===== config.mk =====
export PLATFORM = sky130hd
export DESIGN_NAME = mem_arbiter_flat
export DESIGN_NICKNAME = d
export VERILOG_FILES = /design/src/rtl/calc_mem_pkg.sv /design/src/rtl/mem_arbiter_if.sv /design/src/rtl/mem_arbiter_rr_arbiter2.sv /design/src/rtl/mem_arbiter.sv /design/src/flat_wrapper.sv
export SDC_FILE = /design/constraint.sdc
export NUM_CORES = 1
export LEC_CHECK = 0
export BUFFER_PORTS_ARGS = -buffer_cell sky130_fd_sc_hd__buf_2
export CAP_MARGIN = 20
export CORE_MARGIN = 1.5
export CORE_UTILIZATION = 45
export DETAILED_ROUTE_END_ITERATION = 7
export PLACE_DENSITY_LB_ADDON = 0.1
export SETUP_SLACK_MARGIN = 0.05
export SLEW_MARGIN = 25
export SYNTH_ARGS = -nofsm -noshare
export SYNTH_HDL_FRONTEND = slang
export SYNTH_SLANG_ARGS = --single-unit

===== constraint.sdc =====
create_clock -name clk -period 1.9 [get_ports clk]
set_clock_uncertainty 0.2 [all_clocks]
set_input_delay 0.095 -clock clk [delete_from_list [all_inputs] [get_ports clk]]
set_output_delay 0.095 -clock clk [all_outputs]
set_load 0.01 [all_outputs]

===== src/rtl/calc_mem_pkg.sv =====
// Shared constants and types for the calculator working-memory arbiter.
package calc_mem_pkg;

    localparam int MEM_DATA_W = 32;
    localparam int MEM_ADDR_W = 8;
    localparam int MEM_DEPTH  = 8;

    // Access sequencer states: grant, drive memory, present response.
    typedef enum logic [1:0] {
        IDLE   = 2'd0,
        ACCESS = 2'd1,
        RESP   = 2'd2
    } state_t;

    // Index of one of the two requesters.
    typedef logic req_idx_t;

endpackage


===== src/rtl/mem_arbiter_if.sv =====
// Requester handshake and memory-side bus of the working-memory arbiter.
interface mem_arbiter_if #(
    parameter int DATA_W = calc_mem_pkg::MEM_DATA_W,
    parameter int ADDR_W = calc_mem_pkg::MEM_ADDR_W
);

    // Requester side
    logic [1:0]        req_i;
    logic [1:0]        we_i;
    logic [ADDR_W-1:0] addr0_i;
    logic [ADDR_W-1:0] addr1_i;
    logic [DATA_W-1:0] wdata0_i;
    logic [DATA_W-1:0] wdata1_i;
    logic [1:0]        ack_o;
    logic              err_o;
    logic [DATA_W-1:0] rdata_o;

    // Memory side
    logic [ADDR_W-1:0] mem_addr_o;
    logic [DATA_W-1:0] mem_wdata_o;
    logic              mem_we_o;
    logic [DATA_W-1:0] mem_rdata_i;

    // Arbiter view
    modport slave (
        input  req_i, we_i, addr0_i, addr1_i, wdata0_i, wdata1_i, mem_rdata_i,
        output ack_o, err_o, rdata_o, mem_addr_o, mem_wdata_o, mem_we_o
    );

    // Requester / memory environment view
    modport master (
        output req_i, we_i, addr0_i, addr1_i, wdata0_i, wdata1_i, mem_rdata_i,
        input  ack_o, err_o, rdata_o, mem_addr_o, mem_wdata_o, mem_we_o
    );

endinterface


===== src/rtl/mem_arbiter_rr_arbiter2.sv =====
// Two-way round-robin pick: a lone requester wins, contention goes to the pointer.
module rr_arbiter2
    import calc_mem_pkg::*;
(
    input  logic [1:0] req_i,
    input  req_idx_t   ptr_i,
    output logic       valid_o,
    output req_idx_t   winner_o
);

    // Select the winner combinationally from the request vector and pointer.
    always_comb begin
        valid_o = |req_i;
        if (req_i == 2'b11) begin
            winner_o = ptr_i;
        end else begin
            winner_o = req_i[1];
        end
    end

endmodule


===== src/rtl/mem_arbiter.sv =====
// Two-requester arbiter and access sequencer for the 8 x 32-bit working memory.
// Each access takes IDLE -> ACCESS -> RESP; the memory writes mid-ACCESS on
// the falling edge, so the response captured at the end of ACCESS already
// reflects a write made by the same access.
module mem_arbiter
    import calc_mem_pkg::*;
#(
    parameter int DATA_W = MEM_DATA_W,
    parameter int ADDR_W = MEM_ADDR_W,
    parameter int DEPTH  = MEM_DEPTH
) (
    input  logic         clk,
    input  logic         rst_n,
    mem_arbiter_if.slave bus
);

    state_t            state_q,     state_d;
    req_idx_t          rr_ptr_q,    rr_ptr_d;
    req_idx_t          idx_q,       idx_d;
    logic              oor_q,       oor_d;
    logic [1:0]        ack_q,       ack_d;
    logic              err_q,       err_d;
    logic [DATA_W-1:0] rdata_q,     rdata_d;
    logic [ADDR_W-1:0] mem_addr_q,  mem_addr_d;
    logic [DATA_W-1:0] mem_wdata_q, mem_wdata_d;
    logic              mem_we_q,    mem_we_d;

    logic              win_valid;
    req_idx_t          win_idx;
    logic [ADDR_W-1:0] win_addr;
    logic [DATA_W-1:0] win_wdata;
    logic              win_oor;

    rr_arbiter2 u_rr (
        .req_i    (bus.req_i),
        .ptr_i    (rr_ptr_q),
        .valid_o  (win_valid),
        .winner_o (win_idx)
    );

    // Route the winning requester's address and data, and flag out-of-range.
    always_comb begin
        win_addr  = win_idx ? bus.addr1_i  : bus.addr0_i;
        win_wdata = win_idx ? bus.wdata1_i : bus.wdata0_i;
        win_oor   = (win_addr >= ADDR_W'(DEPTH));
    end

    // Next-state and next-output logic of the access sequencer.
    always_comb begin
        // NOTE: every target gets a hold default first, so no path leaves one unassigned and no latch is inferred.
        state_d     = state_q;
        rr_ptr_d    = rr_ptr_q;
        idx_d       = idx_q;
        oor_d       = oor_q;
        ack_d       = ack_q;
        err_d       = err_q;
        rdata_d     = rdata_q;
        mem_addr_d  = mem_addr_q;
        mem_wdata_d = mem_wdata_q;
        mem_we_d    = mem_we_q;

        unique case (state_q)
            IDLE: begin
                if (win_valid) begin
                    idx_d       = win_idx;
                    oor_d       = win_oor;
                    mem_addr_d  = win_addr;
                    mem_wdata_d = win_wdata;
                    mem_we_d    = bus.we_i[win_idx] & ~win_oor;
                    state_d     = ACCESS;
                end
            end
            ACCESS: begin
                rdata_d  = oor_q ? '0 : bus.mem_rdata_i;
                err_d    = oor_q;
                ack_d    = idx_q ? 2'b10 : 2'b01;
                mem_we_d = 1'b0;
                state_d  = RESP;
            end
            RESP: begin
                ack_d    = 2'b00;
                err_d    = 1'b0;
                rr_ptr_d = ~idx_q;
                state_d  = IDLE;
            end
            default: begin
                ack_d    = 2'b00;
                err_d    = 1'b0;
                mem_we_d = 1'b0;
                state_d  = IDLE;
            end
        endcase
    end

    // Sequencer registers; the async reset kills an in-flight write at once.
    always_ff @(posedge clk or negedge rst_n) begin
        if (!rst_n) begin
            state_q     <= IDLE;
            rr_ptr_q    <= 1'b0;
            idx_q       <= 1'b0;
            oor_q       <= 1'b0;
            ack_q       <= 2'b00;
            err_q       <= 1'b0;
            rdata_q     <= '0;
            mem_addr_q  <= '0;
            mem_wdata_q <= '0;
            mem_we_q    <= 1'b0;
        end else begin
            // NOTE: non-blocking assignments so every register samples pre-edge values regardless of statement order.
            state_q     <= state_d;
            rr_ptr_q    <= rr_ptr_d;
            idx_q       <= idx_d;
            oor_q       <= oor_d;
            ack_q       <= ack_d;
            err_q       <= err_d;
            rdata_q     <= rdata_d;
            mem_addr_q  <= mem_addr_d;
            mem_wdata_q <= mem_wdata_d;
            mem_we_q    <= mem_we_d;
        end
    end

    assign bus.ack_o       = ack_q;
    assign bus.err_o       = err_q;
    assign bus.rdata_o     = rdata_q;
    assign bus.mem_addr_o  = mem_addr_q;
    assign bus.mem_wdata_o = mem_wdata_q;
    assign bus.mem_we_o    = mem_we_q;

endmodule


===== src/flat_wrapper.sv =====
// flat-port wrapper written by rule: the top's interface ports become plain ports
module mem_arbiter_flat import calc_mem_pkg::*;
#(
    parameter int DATA_W = MEM_DATA_W,
    parameter int ADDR_W = MEM_ADDR_W,
    parameter int DEPTH  = MEM_DEPTH
)
  (clk, rst_n, bus_req_i, bus_we_i, bus_addr0_i, bus_addr1_i, bus_wdata0_i, bus_wdata1_i, bus_mem_rdata_i, bus_ack_o, bus_err_o, bus_rdata_o, bus_mem_addr_o, bus_mem_wdata_o, bus_mem_we_o);
  mem_arbiter_if #(.DATA_W(DATA_W), .ADDR_W(ADDR_W)) bus_i ();
  input  logic clk;
  input  logic rst_n;
  input wire logic [$bits(bus_i.req_i)-1:0] bus_req_i;
  input wire logic [$bits(bus_i.we_i)-1:0] bus_we_i;
  input wire logic [$bits(bus_i.addr0_i)-1:0] bus_addr0_i;
  input wire logic [$bits(bus_i.addr1_i)-1:0] bus_addr1_i;
  input wire logic [$bits(bus_i.wdata0_i)-1:0] bus_wdata0_i;
  input wire logic [$bits(bus_i.wdata1_i)-1:0] bus_wdata1_i;
  input wire logic [$bits(bus_i.mem_rdata_i)-1:0] bus_mem_rdata_i;
  output wire logic [$bits(bus_i.ack_o)-1:0] bus_ack_o;
  output wire logic [$bits(bus_i.err_o)-1:0] bus_err_o;
  output wire logic [$bits(bus_i.rdata_o)-1:0] bus_rdata_o;
  output wire logic [$bits(bus_i.mem_addr_o)-1:0] bus_mem_addr_o;
  output wire logic [$bits(bus_i.mem_wdata_o)-1:0] bus_mem_wdata_o;
  output wire logic [$bits(bus_i.mem_we_o)-1:0] bus_mem_we_o;
  assign bus_i.req_i = bus_req_i;
  assign bus_i.we_i = bus_we_i;
  assign bus_i.addr0_i = bus_addr0_i;
  assign bus_i.addr1_i = bus_addr1_i;
  assign bus_i.wdata0_i = bus_wdata0_i;
  assign bus_i.wdata1_i = bus_wdata1_i;
  assign bus_i.mem_rdata_i = bus_mem_rdata_i;
  assign bus_ack_o = bus_i.ack_o;
  assign bus_err_o = bus_i.err_o;
  assign bus_rdata_o = bus_i.rdata_o;
  assign bus_mem_addr_o = bus_i.mem_addr_o;
  assign bus_mem_wdata_o = bus_i.mem_wdata_o;
  assign bus_mem_we_o = bus_i.mem_we_o;
  mem_arbiter #(.DATA_W(DATA_W), .ADDR_W(ADDR_W), .DEPTH(DEPTH)) u_core (.clk(clk), .rst_n(rst_n), .bus(bus_i));
endmodule

; Word level (Yosys, flattened, before mapping)
; Cells that the tools add are included.
[word_totals]
memories = 0
latchBits = 0
wordCells = 37
mem_bits_ro = 0
inputBits = 118
ramBits = 0
output_inout_bits = 76
reg_bits = 81
[classes]
order_cmp = 2
muxes = 13
addsub = 0
shifts = 0
div_mod_pow = 0
bitwise_logic = 4
eq_ne = 4
mul = 0
n_reduce_logical = 4
[ops]
columns = operator, count
row1 = $mux 32, 2
row2 = $ge 8x4->1 const B, 1
row3 = $mux 8, 1
row4 = $pmux 2 s2, 2
row5 = $eq 2x2->1 const B, 2
row6 = $mux 1, 4
row7 = $mux 2, 2
row8 = $pmux 1 s2, 2
row9 = $reduce_and 2->1, 2
row10 = $not 1->1, 3
row11 = $eq 2x1->1 const B, 1
row12 = $logic_not 2->1, 1
row13 = $lt 1x2->1 const B, 1
row14 = $ne 2x2->1 const B, 1
row15 = $reduce_or 2->1, 1
row16 = $and 1x1->1, 1

; Longest topological paths before layout
; Gate-level depths: netlist of run 1.
[logic_depth]
depth_word = 8
depth_mapped = 6
depth_no_buf = 4

; Modules after synthesis
; From an unflattened synthesis of run 1, not the netlist that was laid out.
[hier_totals]
cells_unflattened = 348
area_unflattened_um2 = 3558.4
[modules_own_cells]
columns = mod, seq_area_each_um2, instances, area_each_um2, cells_per_inst
row1 = mem_arbiter, 2026.9, 1, 3540.9, 345
row2 = rr_arbiter2, 0.0, 1, 17.5, 3

; Worst setup path after synthesis of run 1
; OpenSTA, ideal clock, no wires.
[synth_path]
kind = register to register
start = register u_core.state_q[0]
end = register u_core.oor_q
period_less_slack_ns = 1.696
t_arrival_ns = 1.371
slack_ns = 0.204
path_stages_with_launch = 6
setup_time_ns = 0.125
t_required_ns = 1.575
n_path_buf = 2
cell_sequence = dfrtp_1 > buf_6 > or3_4 > buf_6 > clkinv_2 > mux2_2
[synth_between]
elab_chain_cells = 2
[synth_rtl]
columns = item, line_no
row1 = from (decl), mem_arbiter.sv:17  ; state_t state_q, state_d;
row2 = from (signal assigned), mem_arbiter.sv:110  ; state_q <= state_d;
row3 = $logic_not 2->1, mem_arbiter.sv:62  ; unique case (state_q)
row4 = $reduce_and 2->1 (no source line), -
row5 = to (signal assigned), mem_arbiter.sv:113  ; oor_q <= oor_d;
row6 = to (decl), mem_arbiter.sv:20  ; logic oor_q, oor_d;
; No other way between the ends.
; A chain may end at the register's enable or synchronous reset.

; Worst setup path in the final report of run 1
[layout_path]
start = input port bus_addr1_i[5]
end = register u_core.oor_q
[layout_between]
elab_chain_cells = 2
[layout_rtl]
columns = item, line_no
row1 = from (decl), flat_wrapper.sv:15  ; input wire logic [$bits(bus_i.addr1_i)-1:0] bus_addr1_i;
row2 = $mux 8, mem_arbiter.sv:43  ; win_addr = win_idx ? bus.addr1_i : bus.addr0_i;
row3 = $ge 8x4->1, mem_arbiter.sv:45  ; win_oor = (win_addr >= ADDR_W'(DEPTH));
; No other way between the ends.

==> qor.csv, run 1 <==
stage;metric;value;unit
routing;detailedRoute.firstPassIterationCount;4;
cts;root_buffer;clkbuf_8;
timing;rsz0062_at_grt;no;
timing;finalSetupTns;0;ps
floorplanning;starting_density;47.1;%
floorplanning;placement_rows;32;
worst_setup_path;crit_arrival;1790;ps
min_path;hp-class;input port to asynchronous set/reset pin;
routing;viasPerCell;4.85;
timing;timing.final.setup_violations;0;
worst_setup_path;cp-start-kind;input port;
routing;antenna_violating_nets_post_route;0;
global_routing;grt_overflow;0;
worst_setup_path;critical_path.max_fanout;2;
power;power.share.sequential;39.4;%
cts;cts-buffers-inserted;9;
final_layout;antenna_cells;0;
timing;layout_worst_path_cycle_share;93.3;%
power;p_leak;3.16;nW
cts;cts_repair_resize_count;0;
flow_run;cap_viol_max_count;0;
routing;post_route_drc_violation_count;0;
cts;cts_tree;yes;
timing;worst_pin_slew;874;ps
placed_design;gpl_wtd_cong;0.772;
power;finalPower;6.63;mW
placed_design;detailed_place.area;4710;um^2
worst_setup_path;cp.required;1910;ps
worst_setup_path;endpoint_kind;flop;
worst_setup_path;register_to_register_path_depth;3;
cts;ctsHtreeMaxLevel;3;
floorplanning;design.die.area;8720;um^2
final_layout;final_cell_count_no_fill;761;
timing;finalWorstSetupSlack;128;ps
routing;detailedRoute.firstIterationViolations;99;
routing;wl;11.2;mm
yosys;syn_avg_cell_area;10.5;um^2
global_routing;global_route.usage.total;26.9;%
final_layout;nets;772;
floorplanning;dieHeight;93.4;um
routing;num_vias;3691;
global_routing;grt_pass1_vias;3801;
power;power.switching_fraction;37.2;%
cts;clock_tree_buf_depth;2;
timing;max_freq;564;MHz
final_layout;layout-area-overhead-vs-synth;65.3;%
power;ir_drop;0.000647;V
yosys;synth_sequential_area_ratio;55.1;%
power;power_frac_comb;42.2;%
run_status;run_status;completed;
yosys;syn_nets;469;
timing;drv_slew;0;
routing;detail_route.wl_per_cell;14.8;um
global_routing;grt_antenna_before_repair;0;
power;intPower;4.17;mW
power;net-switching-power;2.47;mW
final_layout;layout.cell_area.non_filler;6080;um^2
worst_setup_path;path_class;input port to flop;
floorplanning;top_level_ports;194;
placed_design;dp_slack;234;ps
yosys;synth_cells;351;
placed_design;placed_cells_incl_taps;628;
timing;min_period;1770;ps
cts;clock_sinks;81;
floorplanning;die_w;93.4;um
cts;clock_insertion_delay_worst_skew;320;ps
global_routing;grt_start_max_net_pins;66;
placed_design;dp.final_hpwl;5.97;mm
cts;clk_pin_slew_worst_paths;80;ps
timing;max_slew_headroom;41.7;%
cts;cts_setup_buffers;0;
yosys;count_of_distinct_cell_types_in_the_synthesized_netlist;21;
yosys;yosysWarnings;0;
yosys;netlist_area;3680;um^2
timing;worst_hold_slack;68.0;ps
power;clkPwrFrac;18.4;%
floorplanning;core_area;7810;um^2
power;power_density;1090;nW/um^2
final_layout;utilization;77.9;%
placed_design;port_buffers;193;
yosys;yosys_register_bits;81;
global_routing;grt_first_pass_wirelength;18.1;mm
final_layout;post_route_cells_drive_above_1_share;35.8;%
timing;hold_viol_final;0;
[repair_timing]
action | 4_1_cts | 5_1_grt
hold buffers | 117 | 0
hold endpoints to repair | 154 | 0
endpoints found under the setup margin | 0 | 0
[cell families (layout without fill, tap and decap cells)]
kind of cell	Yosys count	in the layout	share of synthesized area (%)
AND/OR/NAND/NOR	116	116	14.5
multiplexers	46	46	12.6
AO/OA/AOI/OAI	78	78	12.4
flip-flops	81	81	55.1
buffers and inverters	30	338	5.41
[cell usage in the layout (no fill, tap or decap), types with 4 or more instances in the layout]
cell type / n
clkbuf_8: 10
nor2_1: 6
buf_2: 192
dfrtp_1: 81
o21ai_0: 35
mux2i_1: 45
buf_12: 4
nand2_1: 73
inv_1: 4
o21ai_1: 24
o21ai_2: 16
nand2b_1: 32
buf_4: 4
dlygate4sd3_1: 117
[registers in the layout (all words and copies together) (netlist names)]
name / count
u_core.idx_q: 1
u_core.bus.mem_we_o: 1
u_core.rr_ptr_q: 1
u_core.bus.mem_addr_o: 8
u_core.bus.rdata_o: 32
u_core.bus.err_o: 1
u_core.oor_q: 1
u_core.state_q: 2
u_core.bus.ack_o: 2
u_core.bus.mem_wdata_o: 32
[critical path, cell delays in order]
cell           delay [ps]
dlygate4sd3_1         540
buf_2                 130
or4_1                 530
nor2_1                110
mux2i_1                90
mux2_2                280
[final cells by class]
type	instances	area, um^2
clock inverters	5	55.1
flip-flops and latches	81	2030
repair buffers	317	2240
inverters	5	20.0
multi-input cells	240	1470
fillers	540	1730
well taps	102	128
clock buffers	11	141
[layer usage]
layer | vias up | part of all wire (%) | wire, um | track usage, %
met4 | 0 | 3.5 | 396 | 14.3
li1 | 1789 | - | - | -
met5 | - | 0 | 0 | 0
met2 | 159 | 50 | 5590 | 46.6
met1 | 1707 | 39 | 4410 | 30.6
met3 | 36 | 7.4 | 832 | 6.50
[power groups by stage]
| stage | clock, mW | combinational, mW | sequential (mW) |
|---|---|---|---|
| floorplan | 0 | 1.45 | 2.87 |
| global placement | 0 | 2.53 | 2.62 |
| detailed placement | 0 | 2.59 | 2.63 |
| CTS | 1.26 | 2.77 | 2.61 |
| global route | 1.33 | 3.08 | 2.69 |
| finish | 1.22 | 2.80 | 2.61 |
[final timing paths]
kind | endpoint | from | slack, ps
max | u_core.oor_q$_DFFE_PN0P_ | bus_addr1_i[5] | 130
min | u_core.bus.mem_wdata_o[2]$_DFFE_PN0P_ | rst_n | 70
max reg2reg | u_core.oor_q$_DFFE_PN0P_ | u_core.state_q[1]$_DFFE_PN0N_ | 230
min reg2reg | u_core.bus.mem_wdata_o[20]$_DFFE_PN0P_ | u_core.bus.mem_wdata_o[20]$_DFFE_PN0P_ | 280
max in group asynchronous | u_core.bus.mem_wdata_o[3]$_DFFE_PN0P_ | rst_n | 800
min in group clk | u_core.idx_q$_DFFE_PN0P_ | bus_req_i[1] | 150
[cell usage after synthesis, drive strengths merged]
cell type  instances  area [um^2]
and2b              1         7.51
buf               16          141
clkbuf             9         37.5
clkinv             1         5.00
dfrtp             81         2030
inv                4         15.0
mux2               1         11.3
mux2i             45          450
nand2             74          278
nand2b            32          200
nor2               6         22.5
o21ai             76          440
o31ai              2         15.0
or3                1         11.3
or4                2         15.0
Note: power is estimated with default switching activity, not from simulation.
==> inputs of run 2 (changes only) <==
Clock period 1.9 ns to 1.75 ns, I/O delays scaled along.
==> run 2 against run 1 <==
Compared with the run above:
- clock power up 21%
- cell area up 1.6%
- via count down 0.11%
- final cell count up 0.53%
- register-to-register slack worse by 60 ps
- utilization up 1.2 points
- sequential power up 8.4%
- critical endpoint unchanged
- largest power group unchanged
==> qor.csv, run 2 (same netlist as run 1, synthesis figures left out) <==
stage;metric;value;unit;change
run_status;run_status;completed;;
timing;finalSetupTns;0;ps;unchanged
global_routing;grt_pass1_vias;3792;;-0.24%
worst_setup_path;critical_path.max_fanout;2;;unchanged
placed_design;gpl_wtd_cong;0.749;;-3.0%
final_layout;final.fill_count;526;;-2.6%
power;power.share.sequential;38.2;%;-1.2 points
routing;post_route_drc_violation_count;0;;unchanged
floorplanning;starting_density;47.1;%;unchanged
routing;detailedRoute.firstIterationViolations;140;;+41%
timing;layout_worst_path_cycle_share;96.9;%;
cts;ctsHtreeMaxLevel;3;;unchanged
flow_run;cap_viol_max_count;0;;unchanged
power;p_leak;3.19;nW;+0.98%
worst_setup_path;path_class;input port to flop;;
power;clkPwrFrac;20.0;%;+1.6 points
power;power_frac_comb;41.7;%;-0.5 points
cts;clk_pin_slew_worst_paths;70;ps;about the same
routing;viasPerCell;4.82;;-0.63%
worst_setup_path;crit_chain;dlygate4sd3_1 > buf_2 > or4_4 > nor2_4 > mux2i_4 > mux2_4;;
placed_design;dp.final_hpwl;6.19;mm;+3.7%
final_layout;nets;775;;+0.39%
floorplanning;placement_rows;32;;unchanged
power;intPower;4.70;mW;+13%
routing;antenna_violating_nets_post_route;0;;unchanged
global_routing;grt_antenna_before_repair;0;;unchanged
power;ir_drop;0.000808;V;+25%
cts;cts-buffers-inserted;9;;unchanged
global_routing;grt_start_max_net_pins;65;;-1.5%
power;net-switching-power;2.70;mW;+9.6%
timing;timing.final.setup_violations;0;;unchanged
worst_setup_path;cpPeakStageDelay;570;ps;+30 ps
floorplanning;die_w;93.4;um;unchanged
cts;clock_sinks;81;;unchanged
cts;clock_tree_buf_depth;2;;unchanged
timing;worst_hold_slack;55.9;ps;-12.1 ps
final_layout;layout-area-overhead-vs-synth;67.9;%;
timing;max_slew_headroom;80.0;%;+38 points
floorplanning;top_level_ports;194;;unchanged
cts;cts_tree;yes;;
timing;drv_slew;0;;unchanged
timing;min_period;1700;ps;
global_routing;grt_first_pass_wirelength;17.8;mm;-1.9%
routing;detail_route.wl_per_cell;14.8;um;about the same
floorplanning;dieHeight;93.4;um;unchanged
final_layout;post_route_cells_drive_above_1_share;36.6;%;+0.74 points
global_routing;global_route.usage.total;26.5;%;-0.49 points
power;power.switching_fraction;36.5;%;-0.64 points
min_path;hp-class;input port to flop;;
floorplanning;core_area;7810;um^2;unchanged
worst_setup_path;critical_path.n_buffers_inverters;2;;unchanged
floorplanning;design.die.area;8720;um^2;unchanged
routing;wl;11.3;mm;+0.59%
worst_setup_path;crit_arrival;1720;ps;-70 ps
final_layout;final_common_cell;buf_2;;
cts;cts_setup_buffers;0;;unchanged
timing;max_freq;589;MHz;
placed_design;port_buffers;193;;unchanged
cts;root_buffer;clkbuf_8;;
worst_setup_path;worst_path_max_delay_cell;dlygate4sd3_1;;
power;power_density;1200;nW/um^2;+9.8%
timing;hold_viol_final;0;;unchanged
worst_setup_path;endpoint_kind;flop;;
global_routing;grt_overflow;0;;unchanged
cts;clock_insertion_delay_worst_skew;330;ps;about the same
timing;worst_pin_slew;300;ps;-574 ps
worst_setup_path;cp.required;1770;ps;-140 ps
worst_setup_path;path_delay_family;buffers and inverters;;
routing;num_vias;3687;;-0.11%
routing;detailedRoute.firstPassIterationCount;4;;unchanged
final_layout;final_cell_mix;189 x buf_2, 118 x dlygate4sd3_1, 81 x dfrtp_1;;
worst_setup_path;cp-start-kind;input port;;
timing;rsz0062_at_grt;yes;;
run 2: area by class of cell:
type,instances,area (um^2),area share [%]
Antenna cell,1,2.50,0.0405
Inverter,5,20.0,0.324
Multi-Input combinational cell,240,1500,24.4
Tap cell,102,128,2.07
Clock buffer,12,145,2.35
Timing Repair Buffer,320,2270,36.8
Sequential cell,81,2030,32.8
Clock inverter,4,76.3,1.24
run 2: worst paths after layout:
check                                                        from                                     end  slack [ps]  cells past startpoint
max                                                bus_addr0_i[6]                u_core.oor_q$_DFFE_PN0P_          50                      6
min                                                  bus_req_i[1]                u_core.idx_q$_DFFE_PN0P_          60                      4
max reg2reg                           u_core.rr_ptr_q$_DFFE_PN0N_    u_core.bus.mem_addr_o[6]$_DFFE_PN0P_         170                      4
min reg2reg                u_core.bus.mem_wdata_o[21]$_DFFE_PN0P_  u_core.bus.mem_wdata_o[21]$_DFFE_PN0P_         280                      2
max in group asynchronous                                   rst_n      u_core.bus.rdata_o[16]$_DFFE_PN0N_         280                      4
min in group asynchronous                                   rst_n   u_core.bus.mem_wdata_o[2]$_DFFE_PN0P_         520                      3
run 2: layer usage:
| metal | share of wire, % | GRT usage [%] | vias to the layer above |
|---|---|---|---|
| met5 | 0 | 0 | - |
| met4 | 4.4 | 15.5 | 0 |
| met3 | 7.0 | 5.61 | 45 |
| met2 | 50 | 45.7 | 169 |
| met1 | 38 | 30.0 | 1684 |
| li1 | - | - | 1789 |
run 2: per-stage QoR:
stage | cell area [um^2] | total power, mW | cells | setup slack [ps] | utilization (%)
final | 6180 | 7.40 | 765 | 53.6 | 79.1
after global routing | 6170 | 7.91 | 764 | 11.3 | 79.1
after CTS | 6140 | 7.33 | 767 | 56.6 | 78.6
after detailed placement | 4740 | 5.65 | 633 | 134 | 60.7
after global placement | 4740 | 5.58 | 633 | 186 | 60.7
after floorplan | 3680 | 4.69 | 351 | 53.9 | -
run 2: power by group through the flow:
stage	clock (mW)	sequential [mW]	combinational (mW)
after floorplan	0	3.11	1.58
after global placement	0	2.82	2.76
after detailed placement	0	2.84	2.82
after CTS	1.52	2.81	3.01
after global routing	1.60	2.90	3.41
final	1.48	2.83	3.09
run 2: timing repair:
item / in CTS / in global routing
hold buffers: 118 / 0
endpoints found under the hold margin: 154 / 0
endpoints found under the setup margin: 0 / 24
resized for setup: 0 / 12
run 2: tightest hold or removal path: cells and delay by family:
kind,cells,cell delay [ps]
buf+inv,2,320
compound gates,2,150
==> inputs of run 3 (changes only) <==
Settings changed: CELL_PAD_IN_SITES_DETAIL_PLACEMENT from default to 0, CELL_PAD_IN_SITES_GLOBAL_PLACEMENT from default to 1, CORE_UTILIZATION 45 to 33.
==> run 3 against run 2 <==
Compared with the run above:
- total power shrank 4.0%
- first-iteration DRC count shrank 6.4%
- combinational power shrank 3%
- clock power shrank 12%
- worst hold slack lost 22 ps
- worst setup slack gained 31 ps
- final cell count grew 4.4%
- maximum frequency grew 1.9%
- count of clock-buffer cells in the layout grew 2
- critical path depth is the same
- die area grew 35%
- largest power group unchanged
- highest routed layer unchanged
==> qor.csv, run 3 (same netlist as run 1, synthesis figures left out) <==
stage;metric;value;unit;change
run_status;run_status;completed;;
global_routing;grt_antenna_before_repair;0;;unchanged
cts;clk_pin_slew_worst_paths;80;ps;about the same
routing;routed-wl-met3;687;um;-13%
global_routing;grt_start_max_net_pins;63;;-3.1%
floorplanning;top_level_ports;194;;unchanged
final_layout;final_cell_count_no_fill;799;;+4.4%
global_routing;grt_first_pass_wirelength;16.2;mm;-8.7%
floorplanning;die_w;109;um;+16%
final_layout;final_common_cell;buf_2;;
final_layout;layout.cell_area.non_filler;6140;um^2;-0.55%
final_layout;post_route_cells_drive_above_1_share;35.8;%;-0.74 points
floorplanning;dieHeight;109;um;+16%
worst_setup_path;path_class;input port to flop;;
global_routing;global_route.usage.total;17.8;%;-8.7 points
global_routing;grt_overflow;0;;unchanged
worst_setup_path;cpPeakStageDelay;530;ps;-40 ps
worst_setup_path;cp-start-kind;input port;;
routing;post_route_drc_violation_count;0;;unchanged
final_layout;antenna_cells;0;;-1
min_path;hp-class;input port to flop;;
floorplanning;core_area;10800;um^2;+39%
routing;detailedRoute.firstIterationViolations;131;;-6.4%
final_layout;layout-area-overhead-vs-synth;67.0;%;
timing;max_freq;601;MHz;+1.9%
routing;detail_route.wl_per_cell;12.7;um;-14%
timing;max_slew_headroom;42.1;%;-38 points
routing;detailedRoute.firstPassIterationCount;4;;unchanged
cts;clock_insertion_delay_worst_skew;340;ps;about the same
placed_design;placed_cells_incl_taps;669;;+5.7%
final_layout;final.fill_count;1002;;+90%
routing;antenna_violating_nets_post_route;0;;unchanged
power;ir_drop;0.000570;V;-29%
timing;worst_pin_slew;869;ps;+569 ps
worst_setup_path;crit_arrival;1700;ps;-20 ps
cts;root_buffer;clkbuf_8;;
routing;highest_layer;met4;;
placed_design;gpl_wtd_cong;0.699;;-6.8%
power;finalPower;7.11;mW;-4.0%
timing;layout_worst_path_cycle_share;95.1;%;-1.8 points
routing;routed-wl-met2;4.87;mm;-14%
worst_setup_path;worst_path_max_delay_cell;dlygate4sd3_1;;
routing;wl;10.2;mm;-9.9%
placed_design;detailed_place.area;4780;um^2;+0.95%
timing;worst_hold_slack;34.1;ps;-21.8 ps
cts;clock_sinks;81;;unchanged
routing;detail_route.wirelength.met1;4.48;mm;+3.4%
cts;clock_tree_buf_depth;2;;unchanged
power;power_density;1160;nW/um^2;-3.4%
cts;cts_tree;yes;;
floorplanning;starting_density;33.9;%;-13 points
cts;cts-buffers-inserted;9;;unchanged
timing;timing.final.setup_violations;0;;unchanged
routing;viasPerCell;4.30;;-11%
timing;drv_slew;0;;unchanged
global_routing;grt_pass1_vias;3426;;-9.7%
timing;finalSetupTns;0;ps;unchanged
power;p_leak;3.18;nW;-0.50%
flow_run;cap_viol_max_count;0;;unchanged
worst_setup_path;endpoint_kind;flop;;
placed_design;dp.final_hpwl;6.56;mm;+6.0%
cts;ctsHtreeMaxLevel;3;;unchanged
worst_setup_path;crit_chain;dlygate4sd3_1 > buf_2 > or4_4 > nor2_1 > mux2i_1 > mux2_4;;
timing;min_period;1660;ps;-31.5 ps
worst_setup_path;cp.required;1780;ps;about the same
floorplanning;design.die.area;11800;um^2;+35%
routing;num_vias;3434;;-6.9%
timing;rsz0062_at_grt;yes;;
worst_setup_path;critical_path.max_fanout;2;;unchanged
final_layout;nets;772;;-0.39%
final_layout;final_cell_mix;188 x buf_2, 118 x dlygate4sd3_1, 81 x dfrtp_1;;
floorplanning;placement_rows;38;;+19%
placed_design;port_buffers;193;;unchanged
timing;hold_viol_final;0;;unchanged
run 3: cell types whose count changed in the layout (fill, tap and decap cells not counted), moves of 2 or more:
cell       delta
nor2_4        -2
clkbuf_8      +3
bufinv_16     -2
nor2_1        +2
clkinv_2      +2
run 3: layer usage:
layer	vias up	global-route usage [%]
li1	1779	-
met1	1529	21.7
met2	116	30.3
met3	10	4.22
met4	0	6.95
met5	-	0
run 3: layout make-up:
class	instances	area, um^2	share of cell area (%)
repair buffers	317	2250	36.7
clock inverters	2	10.0	0.163
multi-input cells	240	1470	24.0
well taps	140	175	2.85
clock buffers	14	183	2.97
flip-flops and latches	81	2030	33.0
inverters	5	20.0	0.326
run 3: critical path, delay by kind of cell:
| family | cells | cell delay (ps) |
|---|---|---|
| buffers and inverters | 2 | 660 |
| muxes | 2 | 380 |
| and+or+nand+nor | 2 | 570 |
run 3: worst paths after layout:
kind,startpoint,endpoint,slack [ps],cells past startpoint
setup / recovery,bus_addr0_i[3],u_core.oor_q$_DFFE_PN0P_,90,6
hold / removal,bus_req_i[1],u_core.idx_q$_DFFE_PN0P_,30,4
setup reg to reg,u_core.rr_ptr_q$_DFFE_PN0N_,u_core.oor_q$_DFFE_PN0P_,190,4
hold reg to reg,u_core.bus.mem_wdata_o[16]$_DFFE_PN0P_,u_core.bus.mem_wdata_o[16]$_DFFE_PN0P_,270,2
max in group asynchronous,rst_n,u_core.bus.mem_wdata_o[14]$_DFFE_PN0P_,270,4
min in group asynchronous,rst_n,u_core.bus.mem_wdata_o[7]$_DFFE_PN0P_,500,3
run 3: what timing repair did:
item                                    in CTS  in global routing
endpoints found under the hold margin      154                  0
hold buffers                               118                  0
setup buffers                                0                  0
endpoints found under the setup margin       0                  4
gates resized for setup                      0                  2
run 3: metrics by stage:
step                      util, %  worst slack, ps
after floorplan                 -             53.9
final                        56.7             85.1
after global routing         56.7             36.1
after global placement       44.1              212
after CTS                    56.8             73.7
after detailed placement     44.1              191
run 3: power breakdown:
part,internal (mW),leakage (nW),switching (mW)
Clock,0.667,0.102,0.630
Combinational,1.34,2.03,1.65
Sequential,2.49,1.05,0.327
Total,4.50,3.18,2.61
